[src/rtl/rom_select_sequencer.sv]
// Word-cycle master for the bit-serial ROM chips: 56-bit-time counter, SYNC and
// address-window decodes, and snooping of the IS bus for immediate/delayed ROM selects.
module rom_select_sequencer #(
  parameter int         NUM_ROMS  = 4,
  parameter logic [6:0] ROMSEL_OP = 7'b0010000,
  parameter logic [6:0] DELSEL_OP = 7'b0110100
) (
  input  logic                cph2,
  input  logic                pon_n,
  input  logic                resync,
  input  logic                is_in,
  output logic [5:0]          bit_cnt,
  output logic                sync,
  output logic                ia_win,
  output logic [NUM_ROMS-1:0] rom_en,
  output logic [2:0]          rom_page,
  output logic                del_pend,
  output logic                bad_sel
);

  localparam logic [5:0] LAST_BIT   = 6'd55;
  localparam logic [3:0] NUM_ROMS_W = 4'(NUM_ROMS);

  logic [5:0] bit_cnt_q, bit_cnt_d;
  logic       sync_q, sync_d;
  logic       ia_win_q, ia_win_d;
  logic [9:0] inst_q, inst_d;
  logic [2:0] rom_page_q, rom_page_d;
  logic [2:0] del_page_q, del_page_d;
  logic       del_pend_q, del_pend_d;
  logic       bad_sel_q, bad_sel_d;
  logic       word_end;

  // Decode only on a natural wrap; a resync abandons the word in flight.
  assign word_end = (bit_cnt_q == LAST_BIT) && !resync;

  always_comb begin
    bit_cnt_d = bit_cnt_q + 6'd1;
    if (resync || bit_cnt_q == LAST_BIT) begin
      bit_cnt_d = 6'd0;
    end
    // Decodes are taken from the next count so they line up with bit_cnt.
    sync_d   = (bit_cnt_d >= 6'd45) && (bit_cnt_d <= 6'd54);
    ia_win_d = (bit_cnt_d >= 6'd19) && (bit_cnt_d <= 6'd26);
  end

  always_comb begin
    inst_d = inst_q;
    if (sync_q) begin
      inst_d = {is_in, inst_q[9:1]};
    end
  end

  always_comb begin
    rom_page_d = rom_page_q;
    del_page_d = del_page_q;
    del_pend_d = del_pend_q;
    bad_sel_d  = bad_sel_q;
    if (word_end) begin
      if (inst_q[6:0] == ROMSEL_OP) begin
        rom_page_d = inst_q[9:7];
        del_pend_d = 1'b0;
      end else if (inst_q[6:0] == DELSEL_OP) begin
        del_page_d = inst_q[9:7];
        del_pend_d = 1'b1;
      end else if (del_pend_q && inst_q[0]) begin
        rom_page_d = del_page_q;
        del_pend_d = 1'b0;
      end
    end
    if ({1'b0, rom_page_d} >= NUM_ROMS_W) begin
      bad_sel_d = 1'b1;
    end
  end

  always_ff @(posedge cph2 or negedge pon_n) begin
    if (!pon_n) begin
      bit_cnt_q  <= 6'd0;
      sync_q     <= 1'b0;
      ia_win_q   <= 1'b0;
      inst_q     <= 10'd0;
      rom_page_q <= 3'd0;
      del_page_q <= 3'd0;
      del_pend_q <= 1'b0;
      bad_sel_q  <= 1'b0;
    end else begin
      bit_cnt_q  <= bit_cnt_d;
      sync_q     <= sync_d;
      ia_win_q   <= ia_win_d;
      inst_q     <= inst_d;
      rom_page_q <= rom_page_d;
      del_page_q <= del_page_d;
      del_pend_q <= del_pend_d;
      bad_sel_q  <= bad_sel_d;
    end
  end

  // An out-of-range page matches no chip, leaving the IS bus idle.
  generate
    for (genvar gi = 0; gi < NUM_ROMS; gi++) begin : g_rom_en
      assign rom_en[gi] = (rom_page_q == 3'(gi));
    end
  endgenerate

  assign bit_cnt  = bit_cnt_q;
  assign sync     = sync_q;
  assign ia_win   = ia_win_q;
  assign rom_page = rom_page_q;
  assign del_pend = del_pend_q;
  assign bad_sel  = bad_sel_q;

endmodule

[config.mk]
export PLATFORM = sky130hd
export DESIGN_NAME = rom_select_sequencer
export DESIGN_NICKNAME = d
export VERILOG_FILES = /design/src/rtl/rom_select_sequencer.sv
export SDC_FILE = /design/constraint.sdc
export NUM_CORES = 1
export LEC_CHECK = 0
export CAP_MARGIN = 20
export CORE_AREA = 2 2 53 55
export DETAILED_ROUTE_END_ITERATION = 16
export DIE_AREA = 0 0 55 57
export PLACE_DENSITY = 0.78
export SLEW_MARGIN = 20
export SYNTH_ARGS = -nofsm -noshare
export SYNTH_HDL_FRONTEND = slang
export SYNTH_SLANG_ARGS = --single-unit
[constraint.sdc]
create_clock -name cph2 -period 1.9 [get_ports cph2]
set_input_delay 0.19 -clock cph2 [delete_from_list [all_inputs] [get_ports cph2]]
set_output_delay 0.19 -clock cph2 [all_outputs]
set_load 0.05 [all_outputs]
==> results of run 1 <==
## sequential cells by signal, indices dropped and copies added, names as in the netlist, named ones only
| signal | flops |
|---|---|
| bad_sel | 1 |
| bit_cnt | 6 |
| del_page_q | 3 |
| del_pend | 1 |
| ia_win | 1 |
| inst_q | 10 |
| rom_page | 2 |
| sync | 1 |
## stage by stage
step,cell area (µm²),hold slack [ns]
after global routing,1500,0.221
after floorplan,1230,-0.106
final,1500,0.217
after global placement,1460,0.458
after detailed placement,1460,0.460
after CTS,1500,0.227
## layer usage
metal,global-route usage [%],part of all wire (%)
met1,18.9,40
met2,28.7,54
met3,1.57,4.6
met4,7.32,1.3
met5,0,0
## cells by family after synthesis
logic type,after synthesis,synth area share (%)
buf+inv,8,2.55
simple gates,26,15.6
xor+xnor,2,1.43
flops,26,53.0
compound gates,22,13.3
fa+ha+maj,1,1.02
mux,14,13.1
## power breakdown
part | internal, W | switching [W]
Clock | 0.000117 | 0.000156
Sequential | 0.000559 | 0.00000723
Combinational | 0.0000294 | 0.0000528
## area by class of cell
cell class	instances	area, µm²	area share (%)
multi-input cells	65	546	36.4
well taps	31	38.8	2.59
clock buffers	4	36.3	2.42
inverters	6	22.5	1.50
repair buffers	22	203	13.5
flip-flops and latches	26	653	43.6
## path summary, 6_finish.rpt
| check | start | cells after the start | slack, ns | endpoint |
|---|---|---|---|---|
| max in group asynchronous | pon_n | 2 | 1.42 | bit_cnt[1] |
| hold / removal | pon_n | 2 | 0.22 | inst_q[1] |
| hold reg to reg | bad_sel | 1 | 0.49 | bad_sel |
| min in group cph2 | bad_sel | 1 | 0.49 | bad_sel |
| setup / recovery | rom_page[1] | 1 | 0.11 | rom_page[1] |
| setup reg to reg | bit_cnt[0] | 5 | 0.15 | ia_win |
## cell usage in the layout, fill, tap and decap left out, types with 2 or more instances in the layout
cell type,n
a21oi_1,3
a2bb2oi_1,2
and3_1,2
buf_4,8
clkbuf_4,3
clkdlybuf4s50_1,13
dfrtp_1,24
dfrtp_2,2
inv_1,6
mux2_2,13
nand2_1,5
nor2_1,3
nor2b_1,2
nor3b_1,2
o21ai_0,3
o22ai_1,2
xnor2_1,2
==> impl_metrics.ini, run 1 <==
[worst_setup_path]
cp_max_fo = 6
crit_family = buffers and inverters
cpPeakStageDelay_ns = 0.84
required_ns = 1.71
cp.arrival_ns = 1.60
startpoint_type = flip-flop
path_buf_inv = 1
cpMaxStageDelayCell = clkdlybuf4s50_1
cp-end-kind = output pin
setup.worst_path.class = reg2out
cp_cell_sequence = clkdlybuf4s50_1

[detailed_routing]
first_pass_iters = 4
drt-initial-drc-count = 20
via_per_inst = 5.62
antenna_left = 0
dr_total_vias = 865
drc_errors = 0
wl_um = 2220
routedWlPerCell_um = 14.4

[power_and_ir_drop]
power.leakage_nw = 0.702
total_power_w = 0.000922
max-vdd-ir-drop_v = 0.000530
p_per_area_nw_per_um2 = 615

[global_routing]
antenna_found_initial = 0
grt_pass1_vias = 846
grtUsageTotal_pct = 16.2
grt_pass1_wl_um = 3680
grt-ovfl-total = 0
grt_start_max_net_pins = 27

[timing]
rsz0062_at_grt = no
period_minus_slack_ns = 1.79
tns_ns = 0
fmax_ghz = 0.560
tightest_slew_ns = 0.502
relSlewSlack_pct = 66.4
finClkSkew_ns = 0.00585
drv_slew = 0
setup_viol = 0
worst_slack_ns = 0.113
hold_violations = 0
finalCritPeriodShare_pct = 94.1

[cells_and_area]
fin_nets = 129
fill_cells = 238
final_core_util_pct = 57.3
final-instance-count-excl-fill = 154
layout-drive-gt1-share_pct = 30.1
antenna_cells = 0
syn_to_final_growth_pct = 22.1

[synth]
syn_avg_cell_area_um2 = 12.4
yosysTopAreaCell = dfrtp_1
synthTopCellsByCount = 26 x dfrtp_1, 13 x mux2_2, 6 x inv_1
yosys_warnings = 0
synthArstFlopShare_pct = 100
syn_nets = 104
synth_flop_cell = dfrtp_1
yosysMostFrequentCell = dfrtp_1
synth.yosys.seq_area_share_pct = 53.0
synth_edf_count = 0
synth_seq_cells = 26
synthTopCellsByArea = dfrtp_1 53%, mux2_2 12%, nor4b_4 1.9%, inv_1 1.8%, nor4_4 1.7%
synth.distinct_cells = 41
synth_area_um2 = 1230
synthCells = 99
synth_top_area_share_pct = 53.0

[run_status]
status = finished, final reports clean

[clock_network]
postCtsSetupBuffers = 0
tritoncts = built
ctsHoldBuffers = 0
clk_latency_ns = 0.32
cts_root_buf = clkbuf_4
cts_max_path_buffers = 2
cts.sinks = 26
cts_resized = 0
cts-htree-levels = 1
cts_buffers = 3
clkTransAtPathRegs_ns = 0.14

[die]
num_rows = 19
core_um2 = 2620
fp.dieH_um = 57
ioPinCount = 21
die-area_um2 = 3140
die_w_um = 55
start_util_pct = 46.9

[placement]
place_congestion = 0.858
numPortBuffers = 20
dpl.cell_count = 150
preCtsSetupSlack_ns = 0.160
hpwl_um = 1640

[min_path]
worstHoldPathType = in2async

[job]
maxCapViolations = 0
Power figures use the tool's default switching activity.
==> inputs of run 2 (changes only) <==
--- a/config.mk
+++ b/config.mk
@@ -7,8 +7,10 @@
 export LEC_CHECK = 0
 export CAP_MARGIN = 20
 export CORE_AREA = 2 2 53 55
+export CTS_BUF_LIST = sky130_fd_sc_hd__clkbuf_8
 export DETAILED_ROUTE_END_ITERATION = 16
 export DIE_AREA = 0 0 55 57
+export GPL_TIMING_DRIVEN = 0
 export PLACE_DENSITY = 0.78
 export SLEW_MARGIN = 20
 export SYNTH_ARGS = -nofsm -noshare
==> run 2 against run 1 <==
Critical path type unchanged. Register-to-register slack gained 0.03 ns. Hold slack better by 0.22 ns. Critical path depth is the same. Largest power group unchanged. Largest cell class unchanged. Clock skew about the same. Utilization rose by 0.77 points. Combinational power decreased by 2.8%. Maximum frequency is 1.2% lower. Clock power grew 14%.
==> impl_metrics.ini, run 2 (synthesis gave the netlist of run 1 again) <==
[die]
core_um2 = 2620
die_w_um = 55
ioPinCount = 21
num_rows = 19
die-area_um2 = 3140
start_util_pct = 46.9
fp.dieH_um = 57

[clock_network]
tritoncts = built
cts-htree-levels = 1
cts_max_path_buffers = 2
clkTransAtPathRegs_ns = 0.09
clk_latency_ns = 0.27
cts.sinks = 26
cts_buffers = 3
cts_root_buf = clkbuf_8

[cells_and_area]
multi_input_area_um2 = 551
final_cell_mix = 24 x dfrtp_1, 15 x clkdlybuf4s50_1, 13 x mux2_2, 7 x inv_1, 5 x nand2_1
fin_nets = 130
register_area_um2 = 653
layout_commonest_cell = dfrtp_1
antenna_cells = 0
regMostFlops = inst_q
final_core_util_pct = 58.1
syn_to_final_growth_pct = 23.8
layout-drive-gt1-share_pct = 25.0
fill_cells = 237
largest_reg_flops = 10

[global_routing]
grtUsageTotal_pct = 17.2
grt-ovfl-total = 0
antenna_found_initial = 0
grt_start_max_net_pins = 27
grt_pass1_vias = 884
grt_pass1_wl_um = 3910

[worst_setup_path]
cp_max_fo = 7
required_ns = 1.71
cp-end-kind = output pin
startpoint_type = flip-flop
cpMaxStageDelayCell = clkdlybuf4s50_1
cpPeakStageDelay_ns = 0.86
path_buf_inv = 1
crit_family = buffers and inverters
setup.worst_path.class = reg2out
cp.arrival_ns = 1.62
cp_cell_sequence = clkdlybuf4s50_1

[detailed_routing]
via_per_inst = 5.61
first_pass_iters = 4
dr_total_vias = 869
drt-initial-drc-count = 12
wl_um = 2210
routedWlPerCell_um = 14.3
antenna_left = 0
drc_errors = 0

[timing]
period_minus_slack_ns = 1.81
worst_hold_slack_ns = 0.433
finClkSkew_ns = 0.00552
relSlewSlack_pct = 62.8
fmax_ghz = 0.553
hold_violations = 0
tightest_slew_ns = 0.557
setup_viol = 0
finalCritPeriodShare_pct = 95.2
drv_slew = 0
rsz0062_at_grt = no

[placement]
hpwl_um = 1620
place_congestion = 0.776
numPortBuffers = 20

[power_and_ir_drop]
power.leakage_nw = 0.700
max-vdd-ir-drop_v = 0.000626
p_per_area_nw_per_um2 = 629

[job]
maxCapViolations = 0

[min_path]
worstHoldPathType = in2async

[run_status]
status = finished, final reports clean
-- run 2: per-layer routing --
metal / wire length [µm] / vias up / part of all wire [%] / GRT usage (%)
met3: 95 / 6 / 4.3 / 2.88
li1: - / 412 / - / -
met2: 1180 / 22 / 53 / 29.8
met1: 886 / 429 / 40 / 19.9
met5: 0 / - / 0 / 0
met4: 46 / 0 / 2.1 / 8.36
-- run 2: metrics by stage --
stage | power, W | std cells | TNS (ns) | worst slack, ns | area, µm²
after floorplan | 0.000620 | 99 | -0.397 | -0.179 | 1230
after global placement | 0.000653 | 150 | 0 | 0.122 | 1470
after detailed placement | 0.000656 | 150 | 0 | 0.0439 | 1470
after CTS | 0.000969 | 154 | 0 | 0.0100 | 1510
after global routing | 0.00100 | 155 | 0 | 0.0244 | 1520
final | 0.000955 | 155 | 0 | 0.0911 | 1520
-- run 2: path summary, 6_finish.rpt --
kind,start,to,slack [ns],cells past startpoint
min in group cph2,bad_sel,bad_sel,0.47,1
max in group asynchronous,pon_n,bit_cnt[1],1.07,2
min,pon_n,del_pend,0.43,2
min reg2reg,bad_sel,bad_sel,0.47,1
max reg2reg,bit_cnt[0],ia_win,0.18,5
max,bit_cnt[2],bit_cnt[2],0.09,1
-- run 2: report_power, final --
group	switching (W)	internal, W	leakage (nW)	total [W]
Clock	0.000165	0.000145	0.0269	0.000310
Combinational	0.0000522	0.0000277	0.331	0.0000799
Sequential	0.00000695	0.000559	0.343	0.000566
Total	0.000224	0.000731	0.700	0.000955
-- run 2: cell type report --
class	instances	share of cell area, %
clock inverter	1	0.247
buffer	2	0.577
tap	31	2.55
inverter	6	1.48
multi-input combinational	65	36.2
timing repair buffer	21	13.2
sequential	26	43.0
clock buffer	3	2.72
-- run 2: timing repair --
| action | in CTS | in global routing |
|---|---|---|
| setup buffers | 0 | 0 |
| gates resized for setup | 4 | 1 |
| pin swaps | 0 | 1 |
| endpoints found under the setup margin | 4 | 5 |
| endpoints found under the hold margin | 0 | 26 |
| hold buffers | 0 | 1 |
==> inputs of run 3 (changes only) <==
--- a/config.mk
+++ b/config.mk
@@ -8,11 +8,11 @@
 export CAP_MARGIN = 20
 export CORE_AREA = 2 2 53 55
 export CTS_BUF_LIST = sky130_fd_sc_hd__clkbuf_8
+export CTS_CLUSTER_DIAMETER = 100
 export DETAILED_ROUTE_END_ITERATION = 16
 export DIE_AREA = 0 0 55 57
-export GPL_TIMING_DRIVEN = 0
 export PLACE_DENSITY = 0.78
-export SLEW_MARGIN = 20
+export SLEW_MARGIN = 40
 export SYNTH_ARGS = -nofsm -noshare
 export SYNTH_HDL_FRONTEND = slang
 export SYNTH_SLANG_ARGS = --single-unit
==> run 3 against run 2 <==
Largest cell class unchanged. Cell area down 0.25%. Hold slack worse by 0.15 ns. Die area unchanged. Critical path depth up 4. Register-to-register slack worse by 0.05 ns. Sequential share of layout area up 0.11 points. Clock skew about the same. Count of clock-buffer cells in the layout up 1. Wire length down 0.18%. Global-route usage down 1.4 points. Non-clock buffer count down 1.
==> impl_metrics.ini, run 3 (synthesis gave the netlist of run 1 again) <==
[cells_and_area]
fin_nets = 129
syn_to_final_growth_pct = 23.4
register_area_um2 = 653
antenna_cells = 0
final_cell_mix = 24 x dfrtp_1, 14 x clkdlybuf4s50_1, 13 x mux2_2, 8 x buf_4, 6 x inv_1
multi_input_area_um2 = 546
regMostFlops = inst_q
stdcell_area_um2 = 1520
fill_cells = 235
layout-drive-gt1-share_pct = 30.1
largest_reg_flops = 10
layout_commonest_cell = dfrtp_1

[timing]
rsz0062_at_grt = no
tightest_slew_ns = 0.502
drv_slew = 0
finalCritPeriodShare_pct = 93.2
period_minus_slack_ns = 1.77
fmax_ghz = 0.565
finClkSkew_ns = 0.00562
setup_viol = 0
relSlewSlack_pct = 66.4
hold_violations = 0
worst_hold_slack_ns = 0.286

[detailed_routing]
dr_total_vias = 861
drc_errors = 0
routedWlPerCell_um = 14.3
antenna_left = 0
via_per_inst = 5.59
first_pass_iters = 4
wl_um = 2210
drt-initial-drc-count = 10

[clock_network]
cts_buffers = 3
cts_resized = 0
cts-htree-levels = 1
tritoncts = built
cts_max_path_buffers = 2
cts.sinks = 26
clkTransAtPathRegs_ns = 0.09
ctsHoldBuffers = 0
clk_latency_ns = 0.26
cts_root_buf = clkbuf_8

[worst_setup_path]
cp-startpoint = bit_cnt[0]
startpoint_type = flip-flop
cpMaxStageDelayCell = o31ai_1
cp-endpoint = ia_win
required_ns = 2.05
r2r_slack_ns = 0.13
cp.arrival_ns = 1.92
cpPeakStageDelay_ns = 0.49
cp_max_fo = 6
cp_cell_sequence = ha_1 > nand2_1 > o31ai_1 > a21oi_2 > a211oi_1
r2r-start = bit_cnt[0]
reg2reg_depth = 5
reg2reg_to = ia_win
cp-end-kind = flip-flop
setup.worst_path.class = reg2reg

[placement]
place_congestion = 0.858
hpwl_um = 1640
numPortBuffers = 20
place_area_um2 = 1460

[job]
maxCapViolations = 0

[min_path]
worstHoldPathType = in2async

[die]
core_um2 = 2620
ioPinCount = 21
num_rows = 19
fp.dieH_um = 57
die_w_um = 55
start_util_pct = 46.9
die-area_um2 = 3140

[global_routing]
grt_start_max_net_pins = 27
antenna_found_initial = 0
grt_pass1_vias = 845
grt-ovfl-total = 0
grtUsageTotal_pct = 15.8
grt_pass1_wl_um = 3670

[power_and_ir_drop]
power.leakage_nw = 0.692
total_power_w = 0.000990
p_per_area_nw_per_um2 = 653
max-vdd-ir-drop_v = 0.000569

[run_status]
status = finished, final reports clean
## run 3: cell types whose count changed in the layout (fill, tap and decap cells not counted)
cell             change
o31ai_1              +1
inv_1                -1
dlygate4sd2_1        -4
clkbuf_8             +1
clkbuf_1             -1
clkdlybuf4s50_1      -1
dlygate4sd3_1        -1
o31ai_2              -1
buf_2                -2
buf_4                +8
## run 3: worst min-delay path by stage
stage	slack [ns]	start	to	depth (start not counted)
CTS	0.30	pon_n	inst_q[2]	2
global placement	0.46	bad_sel	bad_sel	1
finish	0.29	pon_n	inst_q[3]	2
floorplan	-0.11	pon_n	async pin	0
global route	0.31	pon_n	inst_q[2]	2
detailed placement	0.46	bad_sel	bad_sel	1
## run 3: layout make-up
class	count	share of cell area [%]
inverter	6	1.49
clock buffer	4	3.63
tap	31	2.56
timing repair buffer	22	13.2
sequential	26	43.1
multi-input combinational	65	36.0
## run 3: power by group
group / leakage [nW] / switching [W] / internal (W)
logic: 0.321 / 0.0000533 / 0.0000295
clock network: 0.0288 / 0.000156 / 0.000185
registers: 0.343 / 0.00000725 / 0.000559
total: 0.692 / 0.000217 / 0.000773
## run 3: through the flow
stage | setup TNS (ns) | std cells | worst slack [ns] | utilization [%]
after CTS | 0 | 154 | 0.124 | 57.9
after detailed placement | 0 | 150 | 0.160 | 55.8
final | 0 | 154 | 0.130 | 57.9
after global placement | 0 | 150 | 0.252 | 55.8
after floorplan | -0.397 | 99 | -0.179 | -
after global routing | 0 | 154 | 0.0571 | 57.9
## run 3: routing by layer
metal	global-route usage, %	part of all wire (%)	wire length (µm)	vias up
met5	0	0	0	-
met4	4.18	0.41	9	0
met3	2.36	4.8	105	2
met2	28.9	55	1210	21
met1	18.8	40	883	426
li1	-	-	-	412
## run 3: critical path: cells and delay by family (launching register included)
| kind | cells | cell delay, ns |
|---|---|---|
| AO/OA/AOI/OAI | 3 | 0.85 |
| flip-flops | 1 | 0.41 |
| adder cells (fa/ha/maj) | 1 | 0.25 |
| AND/OR/NAND/NOR | 1 | 0.15 |
## run 3: what timing repair did
item / CTS / global route
setup buffers: 0 / 0
endpoints found under the setup margin: 0 / 3
hold endpoints to repair: 0 / 0
==> patch, RTL diff (config.mk and constraints of run 1) <==
Set the parameter `NUM_ROMS` to 8 (it was 4).
--- a/src/rtl/rom_select_sequencer.sv
+++ b/src/rtl/rom_select_sequencer.sv
@@ -3,3 +3,3 @@
 module rom_select_sequencer #(
-  parameter int         NUM_ROMS  = 4,
+  parameter int         NUM_ROMS  = 8,
   parameter logic [6:0] ROMSEL_OP = 7'b0010000,
Interface: changed (resized rom_en); port bits go from 21 to 25. No check against the original RTL was run, so the function may have changed too.
==> patch against run 1 <==
The run now ends with setup timing left. Cell area up 2.6%. Utilization increased by 1.5 points. Sequential cell count fell by 1. Worst setup slack worse by 0.17 ns. Total power down 7.7%. Via count is 0.12% lower. Die area unchanged. Sequential power is 4.1% lower. Area after synthesis fell by 1.1%. Routed wire length grew 6.1%. Register-to-register slack got worse by 0.20 ns. Critical path type is now reg -> reg. Largest cell class unchanged.
==> patch: results (changes against run 1) <==
Outcome
  • Status: finished, violations left
  • Failing checks: setup timing

Routing
  • Met3 Wirelength: 93 µm (-8.8%)
  • DR iter-0 viols: 10 (-50%)

Setup path
  • Crit-path max cell delay: 0.48 ns (-0.36 ns)
  • CP Data Arrival Time: 2.15 ns (+0.55 ns)
  • CP max-delay cell: or4_4

Placed design
  • DP HPWL: 1830 µm (+11%)
  • Placed inst area: 1480 µm² (+1.5%)
  • I/O Buffers: 23 (+15%)
  • Pre-CTS WS: -0.0594 ns (-0.219 ns)

STA
  • Clock Skews: 0.00543 ns (-0.000417 ns)
  • Final WS setup: -0.0528 ns (-0.166 ns)
  • Final setup vio count: 3 (+3)

Synth
  • Syn nets: 102 (-1.9%)
  • Synth area leaders: dfrtp_1, mux2_2, mux2_4
  • Most common library cells after synthesis: dfrtp_1, mux2_2, mux2_4

Clock tree
  • Worst-path clk slew: 0.12 ns (-0.02 ns)
  • Clk Latency, worst-skew pair: 0.30 ns (-0.02 ns)
  • Post-CTS Setup Bufs: 1 (+1)

GRT
  • Grt met2 use: 33.0% (+4.3 points)
  • Largest net degree at the start of global routing: 26 (-3.7%)
  • Vias in the first global route: 877 (+3.7%)
  • Met3 Resource Use GR: 2.36% (+0.79 points)
  • Gr usage total: 17.2% (+1.0 points)

Finish
  • Fraction of layout cells with a size suffix above 1: 32.8% (+2.7 points)
  • Filler Cell Count: 233 (-2.1%)

Power and ir drop
  • Peak supply drop: 382 µV (-28%)
  • Pleak: 0.806 nW (+15%)
patch: final timing paths:
| kind | to | startpoint | slack, ns | cells after the start |
|---|---|---|---|---|
| max | rom_page[1] | inst_q[1] | -0.05 | 4 |
| min | rom_page[2] | pon_n | 0.22 | 2 |
| max reg2reg | rom_page[1] | inst_q[1] | -0.05 | 4 |
| min reg2reg | del_page_q[2] | del_page_q[2] | 0.54 | 1 |
| max in group asynchronous | bit_cnt[1] | pon_n | 1.43 | 2 |
| min in group cph2 | inst_q[9] | is_in | 0.49 | 2 |
patch: area by class of cell:
cell class              count  area [µm²]  area share, %
clock buffers               4        26.3           1.71
inverters                   3        11.3          0.732
multi-input cells          67         571           37.1
flip-flops and latches     25         628           40.8
well taps                  31        38.8           2.52
repair buffers             29         263           17.1
patch: cell families (layout without fill, tap and decap cells):
logic type	after synthesis	in the layout	share of synthesized area, %
and+or+nand+nor	32	32	16.4
DFF	25	25	51.5
muxes	19	19	19.5
AOI/OAI and AO/OA	12	12	7.94
buffers and inverters	5	36	1.86
xor gates and xnor gates	2	2	1.44
adders and majority gates	1	1	1.03
other	1	1	0.309
patch: worst reg2reg max path, delay by kind of cell (launching register included):
family / cells / cell delay, ns
simple gates: 2 / 0.87
flops: 1 / 0.40
mux: 2 / 0.58
patch: per-stage QoR:
stage | cells | power [mW] | TNS, ns | hold WS (ns) | util [%]
6_report | 159 | 0.851 | -0.122 | 0.216 | 58.8
2_1_floorplan | 97 | 0.600 | -0.776 | -0.106 | -
3_3_place_gp | 153 | 0.637 | -0.0290 | 0.495 | 56.7
3_5_place_dp | 153 | 0.640 | -0.146 | 0.515 | 56.7
4_1_cts | 158 | 0.863 | -0.110 | 0.225 | 57.9
5_1_grt | 159 | 0.897 | -0.246 | 0.252 | 58.8
